File: src/rtl/rf_write_sched.sv
// Register-file write-port scheduler: round-robin ALU/load arbitration onto the
// single write port, plus per-register outstanding-write counters for RAW stalls.
module rf_write_sched #(
  parameter int AW = 4,
  parameter int DW = 16,
  parameter int CW = 2
) (
  input  logic             clk,
  input  logic             reset,
  input  logic             alu_valid,
  input  logic [AW-1:0]    alu_da,
  input  logic [DW-1:0]    alu_d,
  output logic             alu_ready,
  input  logic             mem_valid,
  input  logic [AW-1:0]    mem_da,
  input  logic [DW-1:0]    mem_d,
  output logic             mem_ready,
  output logic             rf_rw,
  output logic [AW-1:0]    rf_da,
  output logic [DW-1:0]    rf_d,
  input  logic             issue_valid,
  input  logic [AW-1:0]    issue_da,
  output logic             issue_ready,
  input  logic [AW-1:0]    chk_aa,
  input  logic [AW-1:0]    chk_ba,
  output logic             hazard,
  output logic [(1<<AW)-1:0] pend,
  output logic             err
);
  localparam int NR = 1 << AW;
  localparam logic [CW-1:0] CMAX = '1;

  logic          pref_mem;
  logic [CW-1:0] cnt [NR];
  logic          issue_fire;

  always_comb begin
    alu_ready  = alu_valid & (~mem_valid | ~pref_mem);
    mem_ready  = mem_valid & ~alu_ready;
    issue_ready = (cnt[issue_da] != CMAX);
    issue_fire = issue_valid & issue_ready;
    hazard     = pend[chk_aa] | pend[chk_ba];
  end

  // Pointer favours the loser of the last grant; it only moves when something is granted.
  always_ff @(posedge clk) begin
    if (reset) begin
      rf_rw    <= 1'b0;
      rf_da    <= '0;
      rf_d     <= '0;
      pref_mem <= 1'b0;
      err      <= 1'b0;
    end else begin
      rf_rw <= alu_ready | mem_ready;
      if (alu_ready | mem_ready) begin
        pref_mem <= alu_ready;
        rf_da    <= alu_ready ? alu_da : mem_da;
        rf_d     <= alu_ready ? alu_d  : mem_d;
      end
      if (rf_rw && cnt[rf_da] == '0) err <= 1'b1;
    end
  end

  for (genvar r = 0; r < NR; r++) begin : g_cnt
    logic inc, dec;
    assign inc = issue_fire && (issue_da == AW'(r));
    assign dec = rf_rw && (rf_da == AW'(r));
    assign pend[r] = (cnt[r] != '0);

    always_ff @(posedge clk) begin
      if (reset)
        cnt[r] <= '0;
      else if (inc && !dec)
        cnt[r] <= cnt[r] + CW'(1);
      else if (dec && !inc && cnt[r] != '0)
        cnt[r] <= cnt[r] - CW'(1);
    end
  end
endmodule

File: config.mk
export PLATFORM = sky130hd
export DESIGN_NAME = rf_write_sched
export DESIGN_NICKNAME = d
export VERILOG_FILES = /design/src/rtl/rf_write_sched.sv
export SDC_FILE = /design/constraint.sdc
export NUM_CORES = 1
export LEC_CHECK = 0
export CAP_MARGIN = 10
export CORE_MARGIN = 1.5
export CORE_UTILIZATION = 35
export CTS_BUF_LIST = sky130_fd_sc_hd__clkbuf_4
export CTS_CLUSTER_SIZE = 24
export DETAILED_ROUTE_END_ITERATION = 10
export GPL_TIMING_DRIVEN = 0
export MAX_ROUTING_LAYER = met4
export PLACE_DENSITY = 0.67
export SKIP_LAST_GASP = 1
export SLEW_MARGIN = 15
export SYNTH_ARGS = -nofsm -noshare
export SYNTH_HDL_FRONTEND = slang
export SYNTH_SLANG_ARGS = --single-unit
File: constraint.sdc
create_clock -name clk -period 2.5 [get_ports clk]
set_input_delay 0.375 -clock clk [delete_from_list [all_inputs] [get_ports clk]]
set_output_delay 0.375 -clock clk [all_outputs]
set_load 0.02 [all_outputs]
==> results.tsv, run 1 <==
stage	metric	value	unit
placement	hpwlAfterDp	10200	um
global_route	grt_max_degree	11	
sta	relSlewSlack	0.541	
sta	worst_slew_pin_slew	689	ps
die	num_rows	40	
worst_setup_path	critPathKind	flop to output port	
worst_setup_path	crit_slowest_cell	mux4_2	
placement	post-place-ws	-640	ps
sta	rsz0062_at_grt	yes	
die	fp.dieW	114	um
worst_setup_path	cp_cell_sequence	inv_1 -> ha_2 -> mux4_2 -> mux4_2 -> nand2_2 -> buf_6	
min_path	holdCritPathClass	flop to flop	
finish	num-fill-cells	1139	
outcome	outcome	finished with violations	
drt	vias_per_cell	5.42	
global_route	grt_pass1_vias	4135	
logic_synthesis	yosys_warnings	0	
sta	tns	-93.7	ps
logic_synthesis	syn_nets	533	
global_route	track_usage	0.218	
die	fp.dieH	114	um
worst_setup_path	crit_fanout	5	
clock_tree	cts-hold-fix-buffers	0	
worst_setup_path	worst_setup_path_start_kind	flop	
outcome	violations	negative setup slack	
logic_synthesis	synth.top_cell.area_share	0.222	
sta	period_needed	2590	ps
worst_setup_path	end_kind	output port	
global_route	use_met3	0.0450	
clock_tree	cts_tree	yes	
clock_tree	ctsHtreeMaxLevel	3	
global_route	grt_pass1_wl	21000	um
worst_setup_path	cp_top_family	multiplexers	
drt	via_count	4225	
drt	first_iter_violations	291	
sta	timing.fmax	386	MHz
power_and_ir_drop	leakage	2.35	nW
logic_synthesis	synth-seq-cells	59	
logic_synthesis	syn_avg_cell_area	9.39	um2
clock_tree	clock_latency	430	ps
finish	layout.nets	679	
clock_tree	cts_root_buf	clkbuf_4	
logic_synthesis	synth_top_area_cell	edfxtp_1	
sta	timing.final.crit_share	1.04	
logic_synthesis	synth.distinct_cells	71	
finish	postLayoutCoreUtil	0.508	
finish	final_area	6120	um2
logic_synthesis	netlist_instances	461	
placement	portBuffers	98	
power_and_ir_drop	powerDensity	429	nW/um2
sta	final-max-slew-violation-count	0	
placement	place.gp.congestion	0.924	
logic_synthesis	synth_ff_type	edfxtp_1	
power_and_ir_drop	vdd_drop_max	0.000272	V
placement	post_dp_cell_area	5520	um2
global_route	overflow	0	
sta	hold_viol_final	0	
global_route	met1_usage	0.264	
logic_synthesis	synth-edff-count	32	
clock_tree	cts.path.max_buffers	2	
power_and_ir_drop	power	0.00263	W
logic_synthesis	yosysSeqAreaShare	0.347	
finish	drive_gt1_frac	0.208	
worst_setup_path	worstPathArrival	2220	ps
logic_synthesis	netlist_area	4330	um2
logic_synthesis	async_reset_ff_frac	0	
drt	wl_per_cell	17.5	um
drt	final_antenna_net_count	0	
clock_tree	numCtsBuffers	9	
worst_setup_path	crit_required	2120	ps
job	max_cap_violations	0	
sta	skew	16.8	ps
drt	first_pass_iters	5	
die	coreArea	12100	um2
die	dieArea	13000	um2
worst_setup_path	crit_buf_inv	2	
sta	layout_setup_ws	-93.7	ps
finish	area_delta_synth_final	41.4	%
finish	diodes	0	
sta	setup_violations	1	
global_route	antenna_found_initial	0	
die	start_util	0.359	
die	boundaryPins	99	
global_route	gr-usage-met2	0.350	
worst_setup_path	crit_path_max_incr_delay	470	ps
clock_tree	path_clk_slew	120	ps
worst_setup_path	crit_top_cell	mux4_2	
drt	drc_errors	0	
logic_synthesis	synth_area_leaders	edfxtp_1 (22%), dfxtp_1 (12%), mux2i_1 (7.2%)	
drt	wirelength	13700	um
clock_tree	cts_sinks	59	
global_route	grt_busiest_layer	met2	
==> synthesized netlist by cell type (10+ instances only) <==
| cell | instances |
|---|---|
| nor2_1 | 21 |
| edfxtp_1 | 32 |
| mux4_2 | 11 |
| dfxtp_1 | 27 |
| inv_1 | 55 |
| nand3b_1 | 10 |
| nand2_1 | 41 |
| ha_1 | 15 |
| buf_2 | 13 |
| nand3_1 | 25 |
| mux2i_1 | 31 |
| nor3_1 | 13 |
| o21ai_0 | 26 |
==> cell type report <==
cell class,instances,area (um2),area share
multi-input combinational,319,2660,0.434
sequential,59,1500,0.245
timing repair buffer,135,1250,0.205
tap,168,210,0.0343
inverter,55,206,0.0337
buffer,28,166,0.0272
clock buffer,10,75.1,0.0123
clock inverter,6,55.1,0.00899
==> per-layer routing <==
layer / share of wire / wire (um)
met1: 0.41 / 5550
met2: 0.46 / 6350
met3: 0.098 / 1340
met4: 0.030 / 416
met5: 0 / 0
==> cell usage in the layout (no fill, tap or decap), drive strengths merged, types with 21 or more instances in the layout <==
master	netlist	final
mux2i	31	31
o21ai	27	27
clkdlybuf4s50	0	94
inv	55	56
nand2	41	41
edfxtp	32	32
nand3	26	26
nor2	21	21
buf	20	59
dfxtp	27	27
==> worst paths after layout <==
kind	start	endpoint	slack [ps]	cells after the start
max	cnt[4][0]	hazard	-90	6
min	rf_d[14]	rf_d[14]	460	2
max reg2reg	cnt[1][0]	cnt[11][1]	360	5
min reg2reg	rf_d[14]	rf_d[14]	460	2
==> logic make-up after synthesis <==
| group | Yosys count | share of synthesized area |
|---|---|---|
| buffers and inverters | 83 | 0.0827 |
| multiplexers | 42 | 0.129 |
| XOR/XNOR | 1 | 0.00202 |
| flip-flops | 59 | 0.347 |
| AO/OA/AOI/OAI | 98 | 0.171 |
| AND/OR/NAND/NOR | 162 | 0.223 |
| adder cells (fa/ha/maj) | 16 | 0.0457 |
==> per-stage QoR <==
stage          std cells  hold slack, ps
6_report             780             463
5_1_grt              780             490
4_1_cts              775             466
3_5_place_dp         727             443
3_3_place_gp         727             434
2_1_floorplan        461             489
==> registers in the layout, indices dropped and copies added (netlist names), named ones only <==
register and count:
rf_rw 1, cnt 32, rf_da 4, err 1
pref_mem 1, rf_d 16
==> tightest hold or removal path, stage by stage (launching register included) <==
cell and delay, ps:
dfxtp_1 340, nand2_1 40, o21ai_0 50
==> repair_timing <==
action	4_1_cts	5_1_grt
pin swaps	4	1
buffers inserted	32	5
setup endpoints to repair	4	3
resized for setup	50	7
==> power breakdown <==
group / leakage (nW) / switching (W) / total, W / internal, W
Clock: 0.0779 / 0.000391 / 0.000699 / 0.000308
Sequential: 0.556 / 0.0000397 / 0.00112 / 0.00108
Combinational: 1.72 / 0.000409 / 0.000808 / 0.000399
Total: 2.35 / 0.000839 / 0.00263 / 0.00179
Note: power is estimated with default switching activity, not from simulation.
==> run 2, diff against run 1 <==
--- a/config.mk
+++ b/config.mk
@@ -9,6 +9,7 @@
 export CORE_MARGIN = 1.5
 export CORE_UTILIZATION = 35
 export CTS_BUF_LIST = sky130_fd_sc_hd__clkbuf_4
+export CTS_CLUSTER_DIAMETER = 150
 export CTS_CLUSTER_SIZE = 24
 export DETAILED_ROUTE_END_ITERATION = 10
 export GPL_TIMING_DRIVEN = 0
==> results of run 2 <==
The final DEF is identical to that of run 1; final timing and power are the same.
==> run 3, diff against run 2 <==
--- a/config.mk
+++ b/config.mk
@@ -12,9 +12,9 @@
 export CTS_CLUSTER_DIAMETER = 150
 export CTS_CLUSTER_SIZE = 24
 export DETAILED_ROUTE_END_ITERATION = 10
+export DONT_BUFFER_PORTS = 1
 export GPL_TIMING_DRIVEN = 0
 export MAX_ROUTING_LAYER = met4
-export PLACE_DENSITY = 0.67
 export SKIP_LAST_GASP = 1
 export SLEW_MARGIN = 15
 export SYNTH_ARGS = -nofsm -noshare
==> results.tsv, run 3 (synthesis results as in run 1) <==
stage	metric	value	unit	change
drt	first_pass_iters	5		unchanged
global_route	grt_pass1_vias	3795		-8.2%
global_route	overflow	0		unchanged
finish	instances_no_fill	685		-12%
finish	layout.nets	584		-14%
power_and_ir_drop	combPwrFrac	0.225		-0.082
clock_tree	cts_root_buf	clkbuf_4		
power_and_ir_drop	switching_power	0.000835	W	-0.52%
clock_tree	cts_tree	yes		
power_and_ir_drop	swShare	0.324		+0.00480
power_and_ir_drop	powerDensity	495	nW/um2	+15%
clock_tree	numCtsBuffers	9		unchanged
outcome	outcome	finished with violations		
drt	final_antenna_net_count	0		unchanged
finish	postLayoutCoreUtil	0.431		-0.0763
worst_setup_path	cp_top_family	multiplexers		
placement	portBuffers	0		-100%
die	coreArea	12100	um2	unchanged
worst_setup_path	end_kind	output port		
power_and_ir_drop	vdd_drop_max	0.000290	V	+6.9%
placement	dp.cells	629		-13%
worst_setup_path	crit_required	2120	ps	about the same
job	max_cap_violations	0		unchanged
power_and_ir_drop	p_int	0.00174	W	-2.7%
finish	largest_registers	cnt (32), rf_d (16), rf_da (4)		
die	fp.dieH	114	um	unchanged
worst_setup_path	worst_setup_path_start_kind	flop		
power_and_ir_drop	leakage	1.99	nW	-15%
sta	skew	26.2	ps	+9.31 ps
placement	place.gp.congestion	0.923		-0.11%
finish	largest_reg_flops	32		unchanged
finish	drive_gt1_frac	0.250		+0.0420
drt	first_iter_violations	307		+5.5%
sta	setup_violations	1		unchanged
worst_setup_path	worstPathArrival	2170	ps	-50 ps
outcome	violations	negative setup slack		
worst_setup_path	crit_path_max_incr_delay	510	ps	+40 ps
die	num_rows	40		unchanged
drt	via_count	4041		-4.4%
clock_tree	ctsHtreeMaxLevel	3		unchanged
worst_setup_path	crit_fanout	4		-1
finish	final_common_cell	inv_1		
sta	timing.final.crit_share	1.02		-0.0193
sta	tns	-45.4	ps	+48.3 ps
sta	period_needed	2550	ps	-48.3 ps
sta	timing.fmax	393	MHz	+1.9%
finish	diodes	0		unchanged
placement	hpwlAfterDp	9950	um	-2.7%
worst_setup_path	crit_buf_inv	1		-1
finish	mostFrequentLayoutCells	inv_1 (45), buf_4 (42), nand2_1 (40), edfxtp_1 (32), mux2i_1 (31)		
worst_setup_path	critPathKind	flop to output port		
clock_tree	cts_sinks	59		unchanged
worst_setup_path	cp_cell_sequence	inv_1 -> ha_4 -> mux4_2 -> mux4_2 -> nand2_4		
sta	hold_viol_final	0		unchanged
global_route	track_usage	0.208		-0.00977
worst_setup_path	crit_slowest_cell	mux4_2		
sta	worst_slew_pin_slew	687	ps	-1.27 ps
die	start_util	0.359		unchanged
finish	area_delta_synth_final	20.1	%	
min_path	holdCritPathClass	primary input to flop		
power_and_ir_drop	p_seq_frac	0.452		+0.025
drt	wirelength	13400	um	-2.1%
drt	vias_per_cell	5.90		+8.9%
power_and_ir_drop	p_clk_frac	0.324		+0.058
clock_tree	clock_latency	440	ps	about the same
worst_setup_path	crit_top_cell	mux4_2		
sta	rsz0062_at_grt	yes		
global_route	grt_max_degree	13		+2
sta	relSlewSlack	0.530		-0.0110
drt	wl_per_cell	19.5	um	+11%
sta	layout_setup_ws	-45.4	ps	+48.3 ps
clock_tree	cts.path.max_buffers	2		unchanged
die	dieArea	13000	um2	unchanged
sta	final-max-slew-violation-count	0		unchanged
clock_tree	path_clk_slew	130	ps	about the same
die	fp.dieW	114	um	unchanged
global_route	grt_pass1_wl	20100	um	-4.6%
sta	worst_hold_slack	103	ps	-360 ps
global_route	antenna_found_initial	0		unchanged
placement	post-place-ws	180	ps	+820 ps
die	boundaryPins	99		unchanged
drt	drc_errors	0		unchanged
finish	regMostFlops	cnt		
==> run 3: cell types whose count changed in the layout (fill, tap and decap cells not counted), sizes merged <==
| cell | previous run | this run |
|---|---|---|
| bufinv | 1 | 2 |
| clkdlybuf4s50 | 94 | 0 |
| clkinv | 4 | 2 |
| clkinvlp | 0 | 1 |
| dlygate4sd2 | 2 | 0 |
| inv | 56 | 57 |
==> run 3: cell type report <==
class / count / area [um2]
fill: 1211 / 6860
multi-input combinational: 319 / 2660
sequential: 59 / 1500
timing repair buffer: 40 / 300
tap: 168 / 210
inverter: 55 / 206
buffer: 28 / 154
clock inverter: 7 / 100
clock buffer: 9 / 67.6
==> run 3: metal layers <==
layer / up-vias / track usage / wire (um)
met5: - / - / 0
met3: 24 / 0.0408 / 1340
li1: 1840 / - / -
met4: 0 / 0.0683 / 255
met2: 233 / 0.336 / 6350
met1: 1944 / 0.263 / 5420
==> run 3: through the flow <==
stage               cell area (um2)  total power [W]
global route                   5200          0.00269
global placement               4540          0.00165
floorplan                      4330          0.00154
finish                         5200          0.00258
detailed placement             4540          0.00166
CTS                            4920          0.00253
==> run 3: final timing paths <==
| kind | start | end | slack [ps] | cells past startpoint |
|---|---|---|---|---|
| worst min-delay path | alu_valid | pref_mem | 100 | 2 |
| worst max-delay path | cnt[14][0] | hazard | -50 | 5 |
| worst max register to register | rf_da[2] | cnt[6][0] | 210 | 5 |
| worst min register to register | pref_mem | pref_mem | 550 | 2 |
==> run 3: repair_timing <==
item,CTS,global route
endpoints found under the setup margin,2,1
resized for setup,16,27
hold buffers,0,0
endpoints found under the hold margin,0,0
setup buffers,22,18
pin swaps,0,5
==> run 3: power by group through the flow <==
stage               Clock, W  Combinational (W)  Sequential [W]
global placement           0           0.000458         0.00119
detailed placement         0           0.000469         0.00119
finish              0.000833           0.000579         0.00116
CTS                 0.000856           0.000514         0.00116
global route        0.000891           0.000623         0.00117
floorplan                  0           0.000363         0.00117
==> RTL change, RTL diff (settings of run 1) <==
Make the reset (`reset`) asynchronous in 2 clocked blocks.
--- a/src/rtl/rf_write_sched.sv
+++ b/src/rtl/rf_write_sched.sv
@@ -43,7 +43,7 @@
   end
 
   // Pointer favours the loser of the last grant; it only moves when something is granted.
-  always_ff @(posedge clk) begin
+  always_ff @(posedge clk or posedge reset) begin
     if (reset) begin
       rf_rw    <= 1'b0;
       rf_da    <= '0;
@@ -67,7 +67,7 @@
     assign dec = rf_rw && (rf_da == AW'(r));
     assign pend[r] = (cnt[r] != '0);
 
-    always_ff @(posedge clk) begin
+    always_ff @(posedge clk or posedge reset) begin
       if (reset)
         cnt[r] <= '0;
       else if (inc && !dec)
Function: differs if reset is asserted again (counterexample within 4 cycles, from zero or initial values and one cycle with reset high); with reset held inactive, the same outputs for 4 cycles.
==> RTL change against run 1 <==
Highest routed layer unchanged. Synthesized area down 16%. First-iteration DRC count down 31%. Utilization down 2.4 points. Setup slack better by 190 ps. Design area down 19%. Sequential cell count down 4. Synthesized cell count down 3.0%. Routed wire length down 21%. Total power up 25%.
==> RTL change: results (changes against run 1) <==
* CTS buffer count at 5 (was 9)
* Synth unique cells at 42 (was 71)
* Proportion of synthesized area in mux cells at 11.9% (was 12.9%)
* NumNets Final at 610 (was 679)
* Largest net degree at the start of global routing at 56 (was 11)
* Synth Area in Adders at 0% (was 4.57%)
* H-tree Lvls at 2 (was 3)
* Compound-Gate Fraction of Synth Area at 17.3% (was 17.1%)
* Share of layout cells above drive strength 1 at 11.2% (was 20.8%)
* Placed cell count at 678 (was 727)
* Leak at 1.97 nW (was 2.35 nW)
* GR Util met3 at 3.18% (was 4.50%)
* Status: finished, final reports clean (was finished, violations left)
* Placement Setup Slack at -467 ps (was -640 ps)
* Mapped Cells at 447 (was 461)
* Clock transition at path regs at 150 ps (was 120 ps)
* Clk_skew at 16.0 ps (was 16.8 ps)
* Final cell count without fillers at 689 (was 780)
* Vias in the first global route at 3618 (was 4135)
* Post-synthesis sequential area ratio at 37.7% (was 34.7%)
* First-pass GRT wire length at 17700 um (was 21000 um)
* Hold Path Stages at 3 (was 2)
* Syn nets at 504 (was 533)
* Overall Global Routing Usage at 20.6% (was 21.8%)
* Detailed placement HPWL at 8070 um (was 10200 um)
* Async SR Flop Fraction at 100% (was 0%)
* Most frequent cells after synthesis: o21ai_0 (60), nand2_1 (57), dfrtp_1 (55), nor2_1 (49), a21oi_1 (32) (was inv_1 (55), nand2_1 (41), edfxtp_1 (32), mux2i_1 (31), dfxtp_1 (27))
* Fillers at 1011 (was 1139)
* M1 GR Usage at 26.7% (was 26.4%)
* Peak VDD IR at 272 uV (about the same)
* Placed Area at 0.00477 sq mm (was 0.00552 sq mm)
* WL/cell at 15.7 um (was 17.5 um)
* Initial DRC count at 200 (was 291)
* Worst Tran Pin Value at 714 ps (was 689 ps)
* CP arrival at 2030 ps (was 2220 ps)
* Overall Power at 3.29 mW (was 2.63 mW)
* Synth area leaders: dfrtp_1 (38%), o21ai_0 (8.2%), mux4_2 (6.2%), nand2_1 (5.9%), mux2i_1 (5.8%) (was edfxtp_1 (22%), dfxtp_1 (12%), mux2i_1 (7.2%), mux4_2 (5.7%), inv_1 (4.8%))
* Crit path max fanout at 3 (was 5)
* IO buf count at 95 (was 98)
* Hold Path Class: in -> reg (was reg -> reg)
==> RTL change: changes by cell type in the layout (fill, tap and decap cells not counted), moves of 12 or more <==
cell / before / now
dfrtp_1: 0 / 44
buf_4: 40 / 5
o21ai_0: 26 / 60
edfxtp_1: 32 / 0
dfxtp_1: 27 / 0
a21oi_1: 9 / 31
inv_1: 47 / 25
nor2_1: 21 / 40
nand2_1: 40 / 57
nand3_1: 25 / 12
and2_1: 0 / 12
==> RTL change: per-layer routing <==
layer / part of all wire (%) / routed length, um
met5: 0 / 0
met2: 47 / 5110
met4: 1.4 / 150
met1: 45 / 4850
met3: 6.7 / 728
==> RTL change: area by class of cell <==
| class | count | area, sq um | area share, % |
|---|---|---|---|
| clock buffer | 5 | 37.5 | 0.759 |
| inverter | 26 | 100 | 2.02 |
| tap | 136 | 170 | 3.44 |
| clock inverter | 2 | 8.76 | 0.177 |
| multi-input combinational | 347 | 2180 | 44.0 |
| sequential | 55 | 1390 | 28.1 |
| buffer | 19 | 91.3 | 1.85 |
| timing repair buffer | 99 | 970 | 19.6 |
==> RTL change: final timing paths <==
check	startpoint	to	slack, ps
hold / removal	mem_valid	rf_da[2]	400
hold reg to reg	pref_mem	pref_mem	520
setup / recovery	chk_ba[2]	hazard	90
setup reg to reg	rf_da[1]	cnt[16]	680
max in group asynchronous	reset	cnt[16]	1550
min in group asynchronous	reset	rf_d[6]	450
==> RTL change: cells by family (layout without fill, tap and decap cells) <==
kind of cell              after synthesis  in the layout
buffers and inverters                  45            151
and+or+nand+nor                       187            187
DFF                                    55             55
muxes                                  31             31
AOI/OAI and AO/OA                     114            114
xor gates and xnor gates               15             15
==> RTL change: worst max-delay path, stage by stage <==
cell             delay [ps]
clkdlybuf4s50_1         590
mux4_2                  540
nor3b_1                 210
nor4_1                   90
nand4_1                  70
buf_2                   160
==> RTL change: repair_timing <==
action / CTS / global route
resized for setup: 22 / 22
cloned: 0 / 0
setup buffers: 3 / 1
endpoints found under the setup margin: 3 / 3
==> RTL change: stage by stage <==
step / hold WS, ps / TNS (ps)
2_1_floorplan: 451 / 0
3_3_place_gp: 463 / -21460
3_5_place_dp: 482 / -928
4_1_cts: 392 / -39.2
5_1_grt: 416 / -13.9
6_report: 404 / 0
==> RTL change: power by group <==
part	internal (mW)	leakage, nW	switching [mW]
clock network	0.101	0.0285	0.286
logic	0.705	1.30	0.780
registers	1.11	0.640	0.316
total	1.91	1.97	1.38
